File: src/rtl/uart_program_loader.sv
// UART receiver that buffers a PROG_BYTES program image, then serves it byte-by-byte to the CPU.
// Frame is 8N1 by default; define LOADER_PARITY_EN for 8E1 (even parity checked, bad parity drops the byte).
module uart_program_loader #(
  parameter int CLKS_PER_BIT = 16,
  parameter int PROG_BYTES   = 16
) (
  input  logic       clk,
  input  logic       rst,
  input  logic       rx,
  input  logic       cpu_ready,
  input  logic       cpu_done_load,
  output logic [7:0] ui_byte,
  output logic       programming,
  output logic       busy,
  output logic       load_done,
  output logic       frame_err,
  output logic       overflow,
  output logic       underrun
);
  localparam int CW = $clog2(CLKS_PER_BIT);
  localparam int PW = $clog2(PROG_BYTES + 1);
  localparam int AW = (PROG_BYTES > 1) ? $clog2(PROG_BYTES) : 1;
  localparam logic [CW-1:0] HALF_M1 = CW'(CLKS_PER_BIT / 2 - 1);
  localparam logic [CW-1:0] FULL_M1 = CW'(CLKS_PER_BIT - 1);
  localparam logic [PW-1:0] LAST    = PW'(PROG_BYTES);

  typedef enum logic [2:0] {
    R_IDLE, R_START, R_DATA,
`ifdef LOADER_PARITY_EN
    R_PAR,
`endif
    R_STOP
  } rstate_t;

  typedef enum logic [1:0] {FILL, LOAD, DONE} lstate_t;

  // ---------------- receiver ----------------
  logic          rx_s1, rx_s2, rx_q, rx_fall;
  rstate_t       rstate, rnext;
  logic [CW-1:0] cnt;
  logic [2:0]    bit_idx;
  logic [7:0]    shreg;
  logic          tick, par_bad, stop_ok, stop_bad, rx_done;

  always_ff @(posedge clk or posedge rst)
    if (rst) {rx_s1, rx_s2, rx_q} <= 3'b111;
    else     {rx_s1, rx_s2, rx_q} <= {rx, rx_s1, rx_s2};

  assign rx_fall = rx_q & ~rx_s2;
  assign tick    = (rstate == R_START) ? (cnt == HALF_M1) : (cnt == FULL_M1);

  always_ff @(posedge clk or posedge rst)
    if (rst) rstate <= R_IDLE;
    else     rstate <= rnext;

  always_comb begin
    rnext = rstate;
    case (rstate)
      R_IDLE:  if (rx_fall) rnext = R_START;
      R_START: if (tick) rnext = rx_s2 ? R_IDLE : R_DATA;
`ifdef LOADER_PARITY_EN
      R_DATA:  if (tick && bit_idx == 3'd7) rnext = R_PAR;
      R_PAR:   if (tick) rnext = R_STOP;
`else
      R_DATA:  if (tick && bit_idx == 3'd7) rnext = R_STOP;
`endif
      R_STOP:  if (tick) rnext = R_IDLE;
      default: rnext = R_IDLE;
    endcase
  end

  always_comb begin
    stop_ok  = 1'b0;
    stop_bad = 1'b0;
    if (rstate == R_STOP && tick) begin
      stop_ok  = rx_s2 & ~par_bad;
      stop_bad = ~(rx_s2 & ~par_bad);
    end
  end

  always_ff @(posedge clk or posedge rst)
    if (rst) begin
      cnt     <= '0;
      bit_idx <= '0;
      shreg   <= '0;
      rx_done <= 1'b0;
    end else begin
      rx_done <= stop_ok;
      if (rstate == R_IDLE || tick) cnt <= '0;
      else                          cnt <= cnt + 1'b1;
      if (rstate == R_START) bit_idx <= '0;
      if (rstate == R_DATA && tick) begin
        shreg   <= {rx_s2, shreg[7:1]};
        bit_idx <= bit_idx + 1'b1;
      end
    end

`ifdef LOADER_PARITY_EN
  // Even parity: data bits plus parity bit must hold an even count of ones.
  always_ff @(posedge clk or posedge rst)
    if (rst)                          par_bad <= 1'b0;
    else if (rstate == R_PAR && tick) par_bad <= ^{shreg, rx_s2};
`else
  assign par_bad = 1'b0;
`endif

  // ---------------- loader ----------------
  lstate_t       lstate, lnext;
  logic [7:0]    mem [PROG_BYTES];
  logic [PW-1:0] wr_ptr, rd_ptr;
  logic          ready_q, ready_fall, ready_rise, store;

  assign ready_fall = ready_q & ~cpu_ready;
  assign ready_rise = cpu_ready & ~ready_q;
  assign store      = rx_done && lstate == FILL && wr_ptr != LAST;

  always_ff @(posedge clk or posedge rst)
    if (rst) lstate <= FILL;
    else     lstate <= lnext;

  always_comb begin
    lnext = lstate;
    case (lstate)
      FILL:    if (wr_ptr == LAST) lnext = LOAD;
      LOAD:    if (cpu_done_load) lnext = DONE;
      DONE:    lnext = FILL;
      default: lnext = FILL;
    endcase
  end

  always_comb begin
    programming = (lstate == LOAD);
    busy        = (lstate == LOAD);
    load_done   = (lstate == DONE);
  end

  always_ff @(posedge clk)
    if (store) mem[wr_ptr[AW-1:0]] <= shreg;

  always_ff @(posedge clk or posedge rst)
    if (rst) begin
      wr_ptr    <= '0;
      rd_ptr    <= '0;
      ready_q   <= 1'b0;
      ui_byte   <= 8'h00;
      frame_err <= 1'b0;
      overflow  <= 1'b0;
      underrun  <= 1'b0;
    end else begin
      ready_q <= cpu_ready;
      if (stop_bad)          frame_err <= 1'b1;
      if (rx_done && !store) overflow  <= 1'b1;
      case (lstate)
        FILL: if (store) wr_ptr <= wr_ptr + 1'b1;
        LOAD: begin
          if (ready_fall && rd_ptr != LAST) rd_ptr   <= rd_ptr + 1'b1;
          if (ready_rise && rd_ptr == LAST) underrun <= 1'b1;
        end
        DONE: begin
          wr_ptr <= '0;
          rd_ptr <= '0;
        end
        default: ;
      endcase
      // Past the end of the image the lane reads as zero.
      ui_byte <= (lstate == LOAD && rd_ptr != LAST) ? mem[rd_ptr[AW-1:0]] : 8'h00;
    end
endmodule

File: config.mk
export PLATFORM = sky130hd
export DESIGN_NAME = uart_program_loader
export DESIGN_NICKNAME = d
export VERILOG_FILES = /design/src/rtl/uart_program_loader.sv
export SDC_FILE = /design/constraint.sdc
export NUM_CORES = 1
export LEC_CHECK = 0
export BUFFER_PORTS_ARGS = -buffer_cell sky130_fd_sc_hd__buf_2
export CORE_MARGIN = 3
export CORE_UTILIZATION = 38
export CTS_BUF_LIST = sky130_fd_sc_hd__clkbuf_16
export DETAILED_ROUTE_END_ITERATION = 7
export PLACE_DENSITY_LB_ADDON = 0.25
export RECOVER_POWER = 50
export SYNTH_ARGS = -nofsm -noshare
export SYNTH_HDL_FRONTEND = slang
export SYNTH_SLANG_ARGS = --single-unit
File: constraint.sdc
create_clock -name clk -period 2.45 [get_ports clk]
set_input_delay 0.735 -clock clk [delete_from_list [all_inputs] [get_ports clk]]
set_output_delay 0.735 -clock clk [all_outputs]
set_load 0.01 [all_outputs]
Word-level counts from Yosys, hierarchy flattened
Memory sizes are Yosys's and may differ from the RTL's.
Cells that the tools add are included.
{ "classes": {"add_sub_neg": 4, "reduce_logical": 21, "mux": 22, "bitwise_logic": 6, "eq_ne": 20} }
{ "op_table": {"columns": ["op", "n"], "rows": [
  ["5-bit case mux with 2 select lines", 2],
  ["3-bit two-way mux", 6],
  ["2-bit inequality test (second input constant)", 6],
  ["3-bit case mux with 4 select lines", 1],
  ["5-bit by 1-bit adder with 5-bit output (second input constant)", 2],
  ["5-bit == test (second input constant)", 2],
  ["5-bit two-way mux", 2],
  ["5-bit inequality test (second input constant)", 2],
  ["1-bit logical AND", 9],
  ["8-bit two-way mux", 1],
  ["2-bit AND reduction", 4],
  ["3-bit by 2-bit == test with 1-bit output (second input constant)", 2],
  ["2-bit two-way mux", 3],
  ["2-bit nonzero test", 3],
  ["1-bit two-way mux", 5],
  ["4-bit by 1-bit adder with 4-bit output (second input constant)", 1],
  ["4-bit by 3-bit == test with 1-bit output (second input constant)", 1],
  ["4-bit == test (second input constant)", 1],
  ["4-bit two-way mux", 1],
  ["2-bit by 1-bit inequality test with 1-bit output (second input constant)", 2],
  ["2-bit case mux with 2 select lines", 1],
  ["4-bit AND reduction", 1],
  ["3-bit by 1-bit adder with 3-bit output (second input constant)", 1],
  ["1-bit bitwise AND", 3],
  ["other kinds (9)", 11]
]} }
{ "word_totals": {"ramBits": 128, "register_bits": 46, "input_bits": 5, "mem_count": 1, "out_inout_bits": 14, "elab_cells": 90} }
{ "mem_list": {"columns": ["name", "words", "width", "read_ports", "rd_clocked_by_memory_dff", "write_ports", "line", "source"], "rows": [
  ["mem", 16, 8, 1, 0, 1, "109", "logic [7:0] mem [PROG_BYTES];"]
]} }

Logic depth before layout (Yosys ltp)
{ "depth": {"word_depth": 5, "depth_mapped": 8, "mapped_depth_nobuf": 5} }

Worst setup path before layout
Ideal clock, no wire load.
{ "synth_timing": {"path_type": "reg2reg", "startpoint": "reg wr_ptr[0]", "endpoint": "mem mem[12][0] (enable)", "required_ps": 2119, "slack_ps": 454, "stages_incl_launch_ff": 7, "t_arrival_ps": 1665, "synth_period_minus_slack_ps": 1996, "path_cell_list": "dfrtp_1 -> inv_1 -> ha_1 -> and4bb_2 -> nor3_2 -> clkbuf_2 -> and4_1"} }
{ "synth_between": {"elab_chain_len": 4} }
{ "synth_rtl": {"columns": ["element", "line", "source"], "rows": [
  ["from (decl)", "110", "logic [PW-1:0] wr_ptr, rd_ptr;"],
  ["from (signal assigned)", "154", "FILL: if (store) wr_ptr <= wr_ptr + 1'b1;"],
  ["5-bit inequality test", "115", "assign store = rx_done && lstate == FILL && wr_ptr != LAST;"],
  ["1-bit logical AND", "115", null],
  ["1-bit two-way mux", "138", "if (store) mem[wr_ptr[AW-1:0]] <= shreg;"],
  ["1-bit two-way mux (implied by the code)", "138", null],
  ["to (decl)", "109", null]
]} }
Several ways; a longest one is shown, not always the timed one.

Worst setup path in the final report
{ "layout_timing": {"startpoint": "reg wr_ptr[0]", "endpoint": "mem mem[14][4] (enable)"} }
Same word-level chain as after synthesis.

==> flow_summary.ini <==
[outcome]
status = complete, no violations

[clock_tree]
clock_latency_ns = 0.42
numCtsBuffers = 17
cts.root.buffer_cell = clkbuf_16
cts_tree = yes
holdBufCountCts = 0
cts_setup_buffers = 0
clk_pin_slew_ns = 0.06
h-tree-depth = 4
cts.sinks = 173
post_cts_resized = 0
clock_path_buffers = 2

[synth]
yosys.area_share.simple = 0.0807
synth-xor-area-share = 0.00372
synth_compound_area_frac = 0.0377
postSynthAreaPerCell_um2 = 17.8
synth_edf_count = 128
yosysTopAreaCell = edfxtp_1
ys_top_cells_by_area = edfxtp_1 (54%), dfrtp_1 (15%), mux4_2 (8.9%)
ys_seq_area_frac = 0.704
synthMuxAreaShare = 0.133
synthAdderAreaFrac = 0.0159
syn_nets = 411
yosysWarnings = 0
synthArstFlopShare = 0.260
synth_top_family_by_area = multiplexers
synth_cell_types = 52
syn-cell-area_mm2 = 0.00707
yosysTopAreaCellShare = 0.544
synth_seq_cells = 173
syn_inst = 397
synth_top_flop_cell = edfxtp_1

[drt]
drt_iter0_drc = 309
ant_nets = 0
drc = 0
wl_per_cell_um = 21.0
vias = 3594
wirelength_um = 14100
dr.pass1.iters = 4
avgViaCountPerCell = 5.36

[power]
power_density_mw_per_mm2 = 798
ir_worst_vdd_v = 0.000521
p_comb_frac = 0.060
power_leakage_nw = 2.94
p_clk_frac = 0.421
p_int_mw = 4.97
switching_share = 0.224
total_power_mw = 6.40
netSwitchingPower_mw = 1.43
seqPwrFrac = 0.519

[place]
hpwlAfterDp_um = 9290
place_area_mm2 = 0.00743
io_buffers = 18
place_congestion = 0.751
dpl_worst_slack_ns = 0.193
dp_cells = 639

[cells_and_area]
fill_cells = 1570
final_cells = 671
multi_input_area_mm2 = 0.00192
diodes = 0
drive_gt1_frac = 0.258
area_growth_pct = 13.5
postLayoutCoreUtil = 0.444
design_area_mm2 = 0.00802
num-nets-final = 443
seqCellArea_mm2 = 0.00497

[global_routing]
antenna_found_initial = 0
grt_max_degree = 46
grt-ovfl-total = 0
grt_pass1_vias = 3869
grt_usage = 0.149
grt_pass1_wl_um = 22200

[floorplan]
pin_count = 19
initial_core_util = 0.391
num_rows = 49
dieHeight_um = 142
die_w_um = 142
dieArea_mm2 = 0.0203
fp.coreArea_mm2 = 0.0181

[sta]
fin_crit_sh = 0.919
hold_violations = 0
finalSetupViolCount = 0
finalSetupTns_ns = 0
setup_ws_ns = 0.199
skew_ns = 0.00864
rsz0062_at_grt = false
finalCriticalPeriod_ns = 2.25
drv_slew = 0
hold_ws_ns = 0.364
worst_slew_pin_slew_ns = 1.21
fmax_mhz = 444
max-slew-margin-rel = 0.195

[setup_path]
required_ns = 2.53
worstPathArrival_ns = 2.33
critPathLaunchType = flop
crit_fanout = 12
crit_type = reg2reg
cp-end-kind = flop

[flow_run]
drv_cap = 0

[hold_path]
min_path_type = reg2reg
==> sequential cells by signal (all words and copies together) (netlist names), 2 cells and up <==
name     cells
bit_idx      3
rd_ptr       5
mem        128
lstate       2
cnt          4
shreg        8
ui_byte      8
rstate       2
wr_ptr       5
==> per-layer routing <==
metal  up-vias  track usage  part of all wire
li1       1640            -                 -
met1      1854        0.202              0.44
met2        82        0.235              0.48
met3        18       0.0363             0.053
met4         0       0.0570             0.017
met5         -            0                 0
==> worst paths after layout <==
kind / startpoint / end / slack [ns] / cells after the start
worst min register to register: rx_s1 / rx_s2 / 0.36 / 0
worst min-delay path: rx_s1 / rx_s2 / 0.36 / 0
max in group asynchronous: rst / rd_ptr[1] / 0.94 / 3
worst max register to register: wr_ptr[0] / mem[14][4] / 0.20 / 6
min in group asynchronous: rst / cnt[2] / 0.70 / 3
worst max-delay path: wr_ptr[0] / mem[14][4] / 0.20 / 6
==> cell families (layout without fill, tap and decap cells) <==
family                   after synthesis  after routing
multiplexers                          51             51
adder cells (fa/ha/maj)                9              9
AO/OA/AOI/OAI                         41             41
buffers and inverters                 32             77
AND/OR/NAND/NOR                       88             88
XOR/XNOR                               3              3
flip-flops                           173            173
==> synth_stat cells, types with 2 or more instances <==
cell type / instances
a21oi_1: 13
buf_4: 4
and4_1: 3
nand4_1: 2
and4bb_2: 5
edfxtp_1: 128
buf_6: 3
o211ai_1: 9
mux4_1: 4
mux4_2: 28
and3_1: 12
mux2i_1: 8
nand3_1: 14
nor2b_1: 4
nand2_1: 17
inv_1: 13
dfstp_2: 3
nor3_1: 3
mux2_2: 11
ha_1: 9
o21ai_0: 5
dfrtp_1: 42
or4_1: 2
o22ai_1: 3
a2bb2oi_1: 2
buf_2: 7
xor2_1: 2
nor2_1: 12
nand4bb_4: 2
or3_1: 2
o31ai_1: 4
==> power by group through the flow <==
stage                     combinational [mW]  clock, mW  sequential (mW)
final                                  0.385       2.70             3.32
after global routing                   0.435       2.88             3.34
after CTS                              0.392       2.74             3.32
after detailed placement               0.386          0             3.38
after global placement                 0.373          0             3.38
after floorplan                        0.335          0             3.31
==> cells in the final DEF (no fill, tap or decap), types with 4 or more instances in the layout <==
cell type  netlist  layout
a21oi_1         13      13
and3_1          12      12
and4bb_2         5       5
buf_2            7      17
buf_4            4      11
clkbuf_16        0      17
dfrtp_1         42      41
edfxtp_1       128     128
ha_1             9       9
inv_1           13      14
mux2_2          11      11
mux2i_1          8       8
mux4_1           4       4
mux4_2          28      28
nand2_1         17      17
nand3_1         14      14
nor2_1          12      12
nor2b_1          4       4
o211ai_1         9       9
o21ai_0          5       5
o31ai_1          4       4
==> final cells by class <==
class                      instances  area share
inverter                          14     0.00655
tap                              229      0.0357
multi-input combinational        192       0.239
clock buffer                      17      0.0530
clock inverter                    15      0.0214
sequential                       173       0.620
timing repair buffer              31      0.0245
==> critical path, cell delays in order (launching register included) <==
cell      delay [ns]
dfrtp_1         0.41
inv_1           0.10
ha_1            0.29
and4bb_2        0.30
nor3_2          0.16
buf_4           0.20
and4_1          0.44
Note: power is estimated with default switching activity, not from simulation.
